**config.mk**
```make
export PLATFORM = sky130hd
export DESIGN_NAME = hpdcache_flush_walker
export DESIGN_NICKNAME = d
export VERILOG_FILES = /design/src/rtl/hpdcache_flush_walker_pkg.sv /design/src/rtl/hpdcache_flush_walker.sv
export SDC_FILE = /design/constraint.sdc
export NUM_CORES = 1
export LEC_CHECK = 0
export CAP_MARGIN = 20
export CORE_MARGIN = 2
export CORE_UTILIZATION = 39
export DETAILED_ROUTE_END_ITERATION = 16
export PLACE_DENSITY = 0.78
export RECOVER_POWER = 50
export SETUP_SLACK_MARGIN = 0.05
export SYNTH_ARGS = -nofsm -noshare
export SYNTH_HDL_FRONTEND = slang
export SYNTH_SLANG_ARGS = --single-unit
```
**constraint.sdc**
```tcl
create_clock -name clk_i -period 2.5 [get_ports clk_i]
set_input_delay 0.75 -clock clk_i [delete_from_list [all_inputs] [get_ports clk_i]]
set_output_delay 0.75 -clock clk_i [all_outputs]
set_load 0.01 [all_outputs]
```
**src/rtl/hpdcache_flush_walker_pkg.sv**
```systemverilog
// -----------------------------------------------------------------------------
// hpdcache_flush_walker_pkg
//   Shared types and helpers for the flush walker.
//   - hpdcache_cfg_t          : cache geometry (sets, ways, banks, set width)
//   - hpdcache_at_least_one   : clamps a geometry count so a zero default
//                               configuration still yields legal ranges
//   - hpdcache_prio_1hot      : lowest-set-bit priority encoder (one-hot out)
//   - hpdcache_1hot_to_binary : one-hot to binary index
// -----------------------------------------------------------------------------
package hpdcache_flush_walker_pkg;

  typedef struct packed {
    int unsigned nSets;
    int unsigned nWays;
    int unsigned nBanks;
    int unsigned setWidth;
  } hpdcache_cfg_t;

  function automatic int unsigned hpdcache_at_least_one(input int unsigned n);
    return (n == 0) ? 1 : n;
  endfunction

  // Two's-complement trick: v & -v isolates the lowest set bit.
  function automatic logic [31:0] hpdcache_prio_1hot(input logic [31:0] v);
    return v & (~v + 32'd1);
  endfunction

  function automatic logic [4:0] hpdcache_1hot_to_binary(input logic [31:0] oh);
    logic [4:0] idx;
    idx = '0;
    for (int i = 0; i < 32; i++) begin
      if (oh[i]) idx = idx | 5'(i);
    end
    return idx;
  endfunction

endpackage

```
**src/rtl/hpdcache_flush_walker.sv**
```systemverilog
// -----------------------------------------------------------------------------
// hpdcache_flush_walker
//   Walks every set of the cache directory on a flush-all command, hands each
//   dirty line to the flush controller, clears its dirty bit as the request is
//   accepted, then waits for outstanding writebacks to drain.
//
// Ports
//   clk_i, rst_i                  clock, synchronous active-high reset
//   start_i / start_ready_o       flush-all command handshake
//   busy_o, done_o                walk in progress, one-cycle completion pulse
//   dir_read_o/_gnt_i/_set_o      directory read request
//   dir_dirty_i, dir_tag_i        directory response, valid one cycle after grant
//   dir_clean_o/_set_o/_way_o     dirty-bit clear, pulsed on each accepted alloc
//   flush_alloc_o/_ready_i/...    writeback request to the flush controller
//   flush_empty_i                 flush controller holds no writebacks
//   dbg_state_o                   current walker state for observation
//
// Handshakes: a request (start, dir_read, flush_alloc) transfers on a rising
// edge where both its valid and ready/grant are high; a raised valid is held
// with a stable payload until that transfer, and is never withdrawn early.
// -----------------------------------------------------------------------------
module hpdcache_flush_walker
  import hpdcache_flush_walker_pkg::*;
#(
  parameter hpdcache_cfg_t HPDcacheCfg = '0,
  parameter type hpdcache_set_t         = logic,
  parameter type hpdcache_tag_t         = logic,
  parameter type hpdcache_nline_t       = logic,
  parameter type hpdcache_way_vector_t  = logic,
  parameter type hpdcache_bank_id_t     = logic
) (
  input  logic                 clk_i,
  input  logic                 rst_i,
  input  logic                 start_i,
  output logic                 start_ready_o,
  output logic                 busy_o,
  output logic                 done_o,
  output logic                 dir_read_o,
  input  logic                 dir_read_gnt_i,
  output hpdcache_set_t        dir_read_set_o,
  input  hpdcache_way_vector_t dir_dirty_i,
  input  hpdcache_tag_t [hpdcache_at_least_one(HPDcacheCfg.nWays)-1:0] dir_tag_i,
  output logic                 dir_clean_o,
  output hpdcache_set_t        dir_clean_set_o,
  output hpdcache_way_vector_t dir_clean_way_o,
  output logic                 flush_alloc_o,
  input  logic                 flush_alloc_ready_i,
  output hpdcache_nline_t      flush_alloc_nline_o,
  output hpdcache_way_vector_t flush_alloc_way_o,
  output hpdcache_bank_id_t    flush_alloc_bank_id_o,
  input  logic                 flush_empty_i,
  output logic [2:0]           dbg_state_o
);

  localparam int unsigned NWAYS = hpdcache_at_least_one(HPDcacheCfg.nWays);
  localparam int unsigned WAY_W = (NWAYS > 1) ? $clog2(NWAYS) : 1;
  localparam hpdcache_set_t LAST_SET = hpdcache_set_t'(HPDcacheCfg.nSets - 1);
  // Banks are interleaved on the low set bits; a single bank masks to zero.
  localparam hpdcache_set_t BANK_MASK =
    hpdcache_set_t'((HPDcacheCfg.nBanks > 1) ? (HPDcacheCfg.nBanks - 1) : 0);

  typedef enum logic [2:0] {
    IDLE  = 3'd0,
    READ  = 3'd1,
    SCAN  = 3'd2,
    ALLOC = 3'd3,
    DRAIN = 3'd4
  } walker_state_e;

  walker_state_e                   state_q;
  hpdcache_set_t                   set_q;
  hpdcache_way_vector_t            dirty_q;
  hpdcache_tag_t [NWAYS-1:0]       tag_q;
  logic                            start_ready_q;
  logic                            busy_q;
  logic                            read_q;
  logic                            alloc_q;
  logic                            done_q;

  hpdcache_way_vector_t            sel_way;
  logic [WAY_W-1:0]                sel_idx;
  logic                            alloc_accept;

  // Lowest-index dirty way, as one-hot and as an index into the tag register.
  assign sel_way = hpdcache_way_vector_t'(hpdcache_prio_1hot(32'(dirty_q)));
  assign sel_idx = WAY_W'(hpdcache_1hot_to_binary(hpdcache_prio_1hot(32'(dirty_q))));

  // alloc_q tracks "dirty vector non-empty" while in ALLOC, so an accept
  // clears exactly one way and the next way shows up on the following cycle.
  always_ff @(posedge clk_i) begin
    if (rst_i) begin
      state_q       <= IDLE;
      set_q         <= '0;
      dirty_q       <= '0;
      start_ready_q <= 1'b1;
      busy_q        <= 1'b0;
      read_q        <= 1'b0;
      alloc_q       <= 1'b0;
      done_q        <= 1'b0;
    end else begin
      done_q <= 1'b0;
      unique case (state_q)
        IDLE: begin
          if (start_i && start_ready_q) begin
            set_q         <= '0;
            start_ready_q <= 1'b0;
            busy_q        <= 1'b1;
            read_q        <= 1'b1;
            state_q       <= READ;
          end
        end
        READ: begin
          if (dir_read_gnt_i) begin
            read_q  <= 1'b0;
            state_q <= SCAN;
          end
        end
        SCAN: begin
          dirty_q <= dir_dirty_i;
          alloc_q <= |dir_dirty_i;
          state_q <= ALLOC;
        end
        ALLOC: begin
          if (alloc_q) begin
            if (flush_alloc_ready_i) begin
              dirty_q <= dirty_q & ~sel_way;
              alloc_q <= |(dirty_q & ~sel_way);
            end
          end else if (set_q == LAST_SET) begin
            set_q   <= '0;
            state_q <= DRAIN;
          end else begin
            set_q   <= set_q + hpdcache_set_t'(1);
            read_q  <= 1'b1;
            state_q <= READ;
          end
        end
        DRAIN: begin
          if (flush_empty_i) begin
            done_q        <= 1'b1;
            busy_q        <= 1'b0;
            start_ready_q <= 1'b1;
            state_q       <= IDLE;
          end
        end
        default: state_q <= IDLE;
      endcase
    end
  end

  // Tag capture needs no reset: it is only consumed behind a non-zero dirty
  // vector, which is itself reset.
  always_ff @(posedge clk_i) begin
    if (state_q == SCAN) tag_q <= dir_tag_i;
  end

  // Request valids are masked during reset so an abort can never transfer.
  assign alloc_accept          = flush_alloc_o & flush_alloc_ready_i;
  assign start_ready_o         = start_ready_q;
  assign busy_o                = busy_q;
  assign done_o                = done_q & ~rst_i;
  assign dir_read_o            = read_q & ~rst_i;
  assign dir_read_set_o        = set_q;
  assign flush_alloc_o         = alloc_q & ~rst_i;
  assign flush_alloc_nline_o   = hpdcache_nline_t'({tag_q[sel_idx], set_q});
  assign flush_alloc_way_o     = sel_way;
  assign flush_alloc_bank_id_o = hpdcache_bank_id_t'(set_q & BANK_MASK);
  assign dir_clean_o           = alloc_accept;
  assign dir_clean_set_o       = set_q;
  assign dir_clean_way_o       = sel_way;
  assign dbg_state_o           = state_q;

endmodule

```
Yosys cells after proc, flatten, opt, wreduce, memory -nomap -nowiden
Index checks and enable logic that the tools add are counted.
Widths: inputs -> output; s select.
{ "totals": {"register_bits": 10, "latch_bits": 0, "ram_bits": 0, "rom_bits": 0, "out_inout_bits": 15, "elab_cells": 69, "mem_count": 0} }
{ "classes": {"addsub": 2, "mul": 0, "div": 0, "n_lt_le_gt_ge": 0, "eq_ne": 11, "shift": 0, "n_mux": 26, "bitwise_logic": 10, "n_reduce_logical": 12} }
{ "op_table": {"columns": ["operator", "n"], "rows": [
  ["$mux 3", 5],
  ["$pmux 3 s5", 1],
  ["$mux 1", 14],
  ["$ne 2x2->1 const B", 7],
  ["$pmux 1 s2", 5],
  ["$reduce_and 3->1", 3],
  ["$and 1x1->1", 6],
  ["$eq 3x2->1 const B", 2],
  ["$reduce_bool 2->1", 3],
  ["$reduce_and 5->1", 1],
  ["$not 1->1", 4],
  ["$reduce_and 4->1", 1],
  ["$eq 3x1->1 const B", 1],
  ["$eq 3x3->1 const B", 1],
  ["$logic_not 3->1", 1],
  ["$pmux 1 s3", 1],
  ["$reduce_bool 3->1", 1],
  ["$add 1x1->1 const B", 2],
  ["$reduce_or 2->1", 1],
  ["$logic_and 1x1->1", 1]
]} }

Logic depth before layout (Yosys ltp)
{ "logic_depth": {"depth_word": 8, "mapped_depth": 4, "depth_no_buf": 3} }

Least setup slack after synthesis
No wires, ideal clock.
{ "synth_path": {"path_kind": "input port to output port", "from": "in rst_i", "to": "out dir_clean_o", "arrival_time_ps": 1159, "path_slack_ps": 591, "stages": 2, "n_path_buf": 0, "cell_sequence": "nor2b_1 > and2_1"} }
{ "synth_between": {"elab_chain_len": 3} }
{ "synth_rtl": {"columns": ["element", "line_no", "source"], "rows": [
  ["start: declaration", "hpdcache_flush_walker.sv:33", "input logic rst_i,"],
  ["$not 1->1", "hpdcache_flush_walker.sv:164", "assign flush_alloc_o = alloc_q & ~rst_i;"],
  ["$and 1x1->1", "hpdcache_flush_walker.sv:164", null],
  ["$and 1x1->1", "hpdcache_flush_walker.sv:158", "assign alloc_accept = flush_alloc_o & flush_alloc_ready_i;"],
  ["end: declaration", "hpdcache_flush_walker.sv:43", "output logic dir_clean_o,"]
]} }
Every way passes these cells.

Worst setup path in the final report
{ "layout_path": {"from": "in flush_alloc_ready_i", "to": "out dir_clean_o"} }
{ "layout_between": {"elab_chain_len": 1} }
{ "layout_rtl": {"columns": ["element", "line_no", "source"], "rows": [
  ["start: declaration", "hpdcache_flush_walker.sv:47", "input logic flush_alloc_ready_i,"],
  ["$and 1x1->1", "hpdcache_flush_walker.sv:158", null]
]} }
Every way passes these cells.

==> metrics.cfg <==
[cells_and_area]
fin_nets=97
drive_above_1_share_pct=15.9
num_antenna_cells=0
area_growth_pct=40.2
fill_cells=136
instances_no_fill=104

[timing]
timing.setup.tns_ns=0
whs_ns=0.496
setup_violations=0
max_freq_ghz=0.435
fin_skew_ns=0.00439
rsz0062_at_grt=false
hold_viol=0
post-route-period-util_pct=91.9
slew_violations=0
period_needed_ns=2.30

[routing]
detail-route-antenna-nets=0
wl_met2_um=615
routed_wl_mm=1.26
wl_met3_um=59
wl_met1_um=577
drt_iter0_drc=6
drc_errors=0
wire_per_inst_um=12.1
viasPerCell=5.21
dr.max_layer_used=met4
drt_first_pass_iters=4
vias=542

[worst_hold_path]
holdCritPathClass=flop to flop
min_from=read_q

[worst_setup_path]
startpoint=flush_alloc_ready_i
path_class=input port to output pin
end_kind=output pin
cp-start-kind=input port
reg2reg_from=dbg_state_o[2]
worstPathArrival_ns=1.55
required_ns=1.75
crit_fanout=2

[placed_design]
place_hpwl_um=938
gp_congestion=0.711
io_buffers=20
dp_cells=100

[pwr]
finalPower_w=0.000470
powerDensity_nw_per_um2=570
p_leak_nw=0.344
max-vdd-ir-drop_uv=451

[yosys]
synth_seq_cells=10
synth_compound_area_share_pct=21.5
yosys.area.top_type=dfxtp_1
syn_area_per_cell_um2=8.91
synth_top_area_share_pct=34.0
synth_top_family_by_area=simple AND/OR/NAND/NOR gates
synthAdderAreaFrac_pct=0
synth_edf_count=0
synth_fp_nets=74
synth_simple_gate_area_share_pct=33.4
synthTopCellsByArea=dfxtp_1 (34%), buf_4 (6.4%), nor2b_1 (5.3%)
synthTopCellsByCount=dfxtp_1 (10), a21oi_1 (5), buf_4 (5), nor2b_1 (5)
ys_types=32
syn-cell-area_um2=588
synth_xor_area_share_pct=0
yosys_warnings=0
synth_most_common_cell=dfxtp_1
syn-instance-count=66
yosysSeqAreaShare_pct=34.0
synthMuxAreaShare_pct=0
async_reset_ff_share_pct=0
synth_ff_type=dfxtp_1

[global_route]
overflow=0
grt_pass1_wl_mm=2.11
antenna_found_initial=0
grt_usage_pct=15.3
grt_max_degree=20
grt_pass1_vias=494

[clock_network]
clk_pin_slew_ns=0.07
postCtsHoldBufs=0
cts_setup_buffers=0
clk_root_buffer_cell=clkbuf_4
cts_buffer_depth=2
clock-sinks=10
cts_buffers=3
insertion_delay_ns=0.27
cts-resized-gates=7
cts.htree.levels=1
cts_tree=built

[floorplan]
core-area_um2=1450
num_io_pins=23
start_util_pct=40.4
fp.dieArea_um2=1830
num_rows=14
die_y_um=42.8
fp.dieW_um=42.8

[status]
status=finished clean

[flow_run]
cap_violations=0

## per-layer routing
metal	vias up	GRT usage, %
met5	-	0
met4	0	5.63
met3	2	3.83
met2	15	24.8
met1	246	19.2
li1	279	-
## power breakdown
group	leakage (nW)	internal, W	switching [W]	total [W]
Combinational	0.241	0.0000729	0.0000618	0.000135
Clock	0.0210	0.0000886	0.0000615	0.000150
Sequential	0.0820	0.000175	0.0000105	0.000185
Total	0.344	0.000336	0.000134	0.000470
## cell usage in the layout, fill, tap and decap left out, drive strengths merged
cell           instances
a22oi                  1
and3b                  3
dfxtp                 10
clkdlybuf4s50          9
dlymetal6s2s           1
buf                    5
o22ai                  1
and4bb                 1
nor2b                  5
dlygate4sd2            1
conb                   1
nor2                   4
a2111oi                1
or2                    1
and4b                  1
a22o                   1
a2111o                 1
inv                    1
dlygate4sd3            6
nand2b                 4
a21boi                 1
nor4b                  2
and2                   1
a211oi                 2
or3b                   1
o21ai                  3
nor3                   1
a311oi                 1
clkbuf                 7
nor3b                  2
a21oi                  5
a31oi                  1
nand4bb                1
clkdlybuf4s15          1
nor4                   1
## logic make-up after synthesis
family	count (synthesis)
simple gates	28
compound gates	18
flops	10
buf+inv	9
other cells	1
## worst max-delay path: stages
cell	delay [ns]
dlygate4sd3_1	0.54
and2_1	0.13
clkbuf_2	0.12
## path summary, 6_finish.rpt
| path | depth (start not counted) | slack [ns] | endpoint |
|---|---|---|---|
| setup / recovery | 3 | 0.20 | dir_clean_o |
| hold / removal | 1 | 0.50 | read_q |
| setup reg to reg | 3 | 1.21 | dbg_state_o[0] |
| hold reg to reg | 1 | 0.50 | read_q |
## metrics by stage
stage / instance area, um^2 / setup WS, ns / utilization (%)
3_3_place_gp: 796 / -0.255 / 54.7
2_1_floorplan: 588 / 0.591 / -
5_1_grt: 825 / 0.177 / 56.7
4_1_cts: 831 / 0.000448 / 57.1
6_report: 825 / 0.203 / 56.7
3_5_place_dp: 796 / -0.279 / 54.7
## layout make-up
| type | instances | area [um^2] | share of cell area, % |
|---|---|---|---|
| multi-input cells | 47 | 327 | 39.6 |
| repair buffers | 26 | 238 | 28.8 |
| flip-flops and latches | 10 | 200 | 24.3 |
| clock buffers | 4 | 36.3 | 4.40 |
| well taps | 16 | 20.0 | 2.43 |
| inverters | 1 | 3.75 | 0.455 |
## state kept, by name, indices dropped and copies added, names as in the netlist
| name | count |
|---|---|
| read_q | 1 |
| start_ready_o | 1 |
| done_q | 1 |
| alloc_q | 1 |
| dir_clean_set_o | 1 |
| dirty_q | 1 |
| busy_o | 1 |
| dbg_state_o | 3 |
Note: power is estimated with default switching activity, not from simulation.
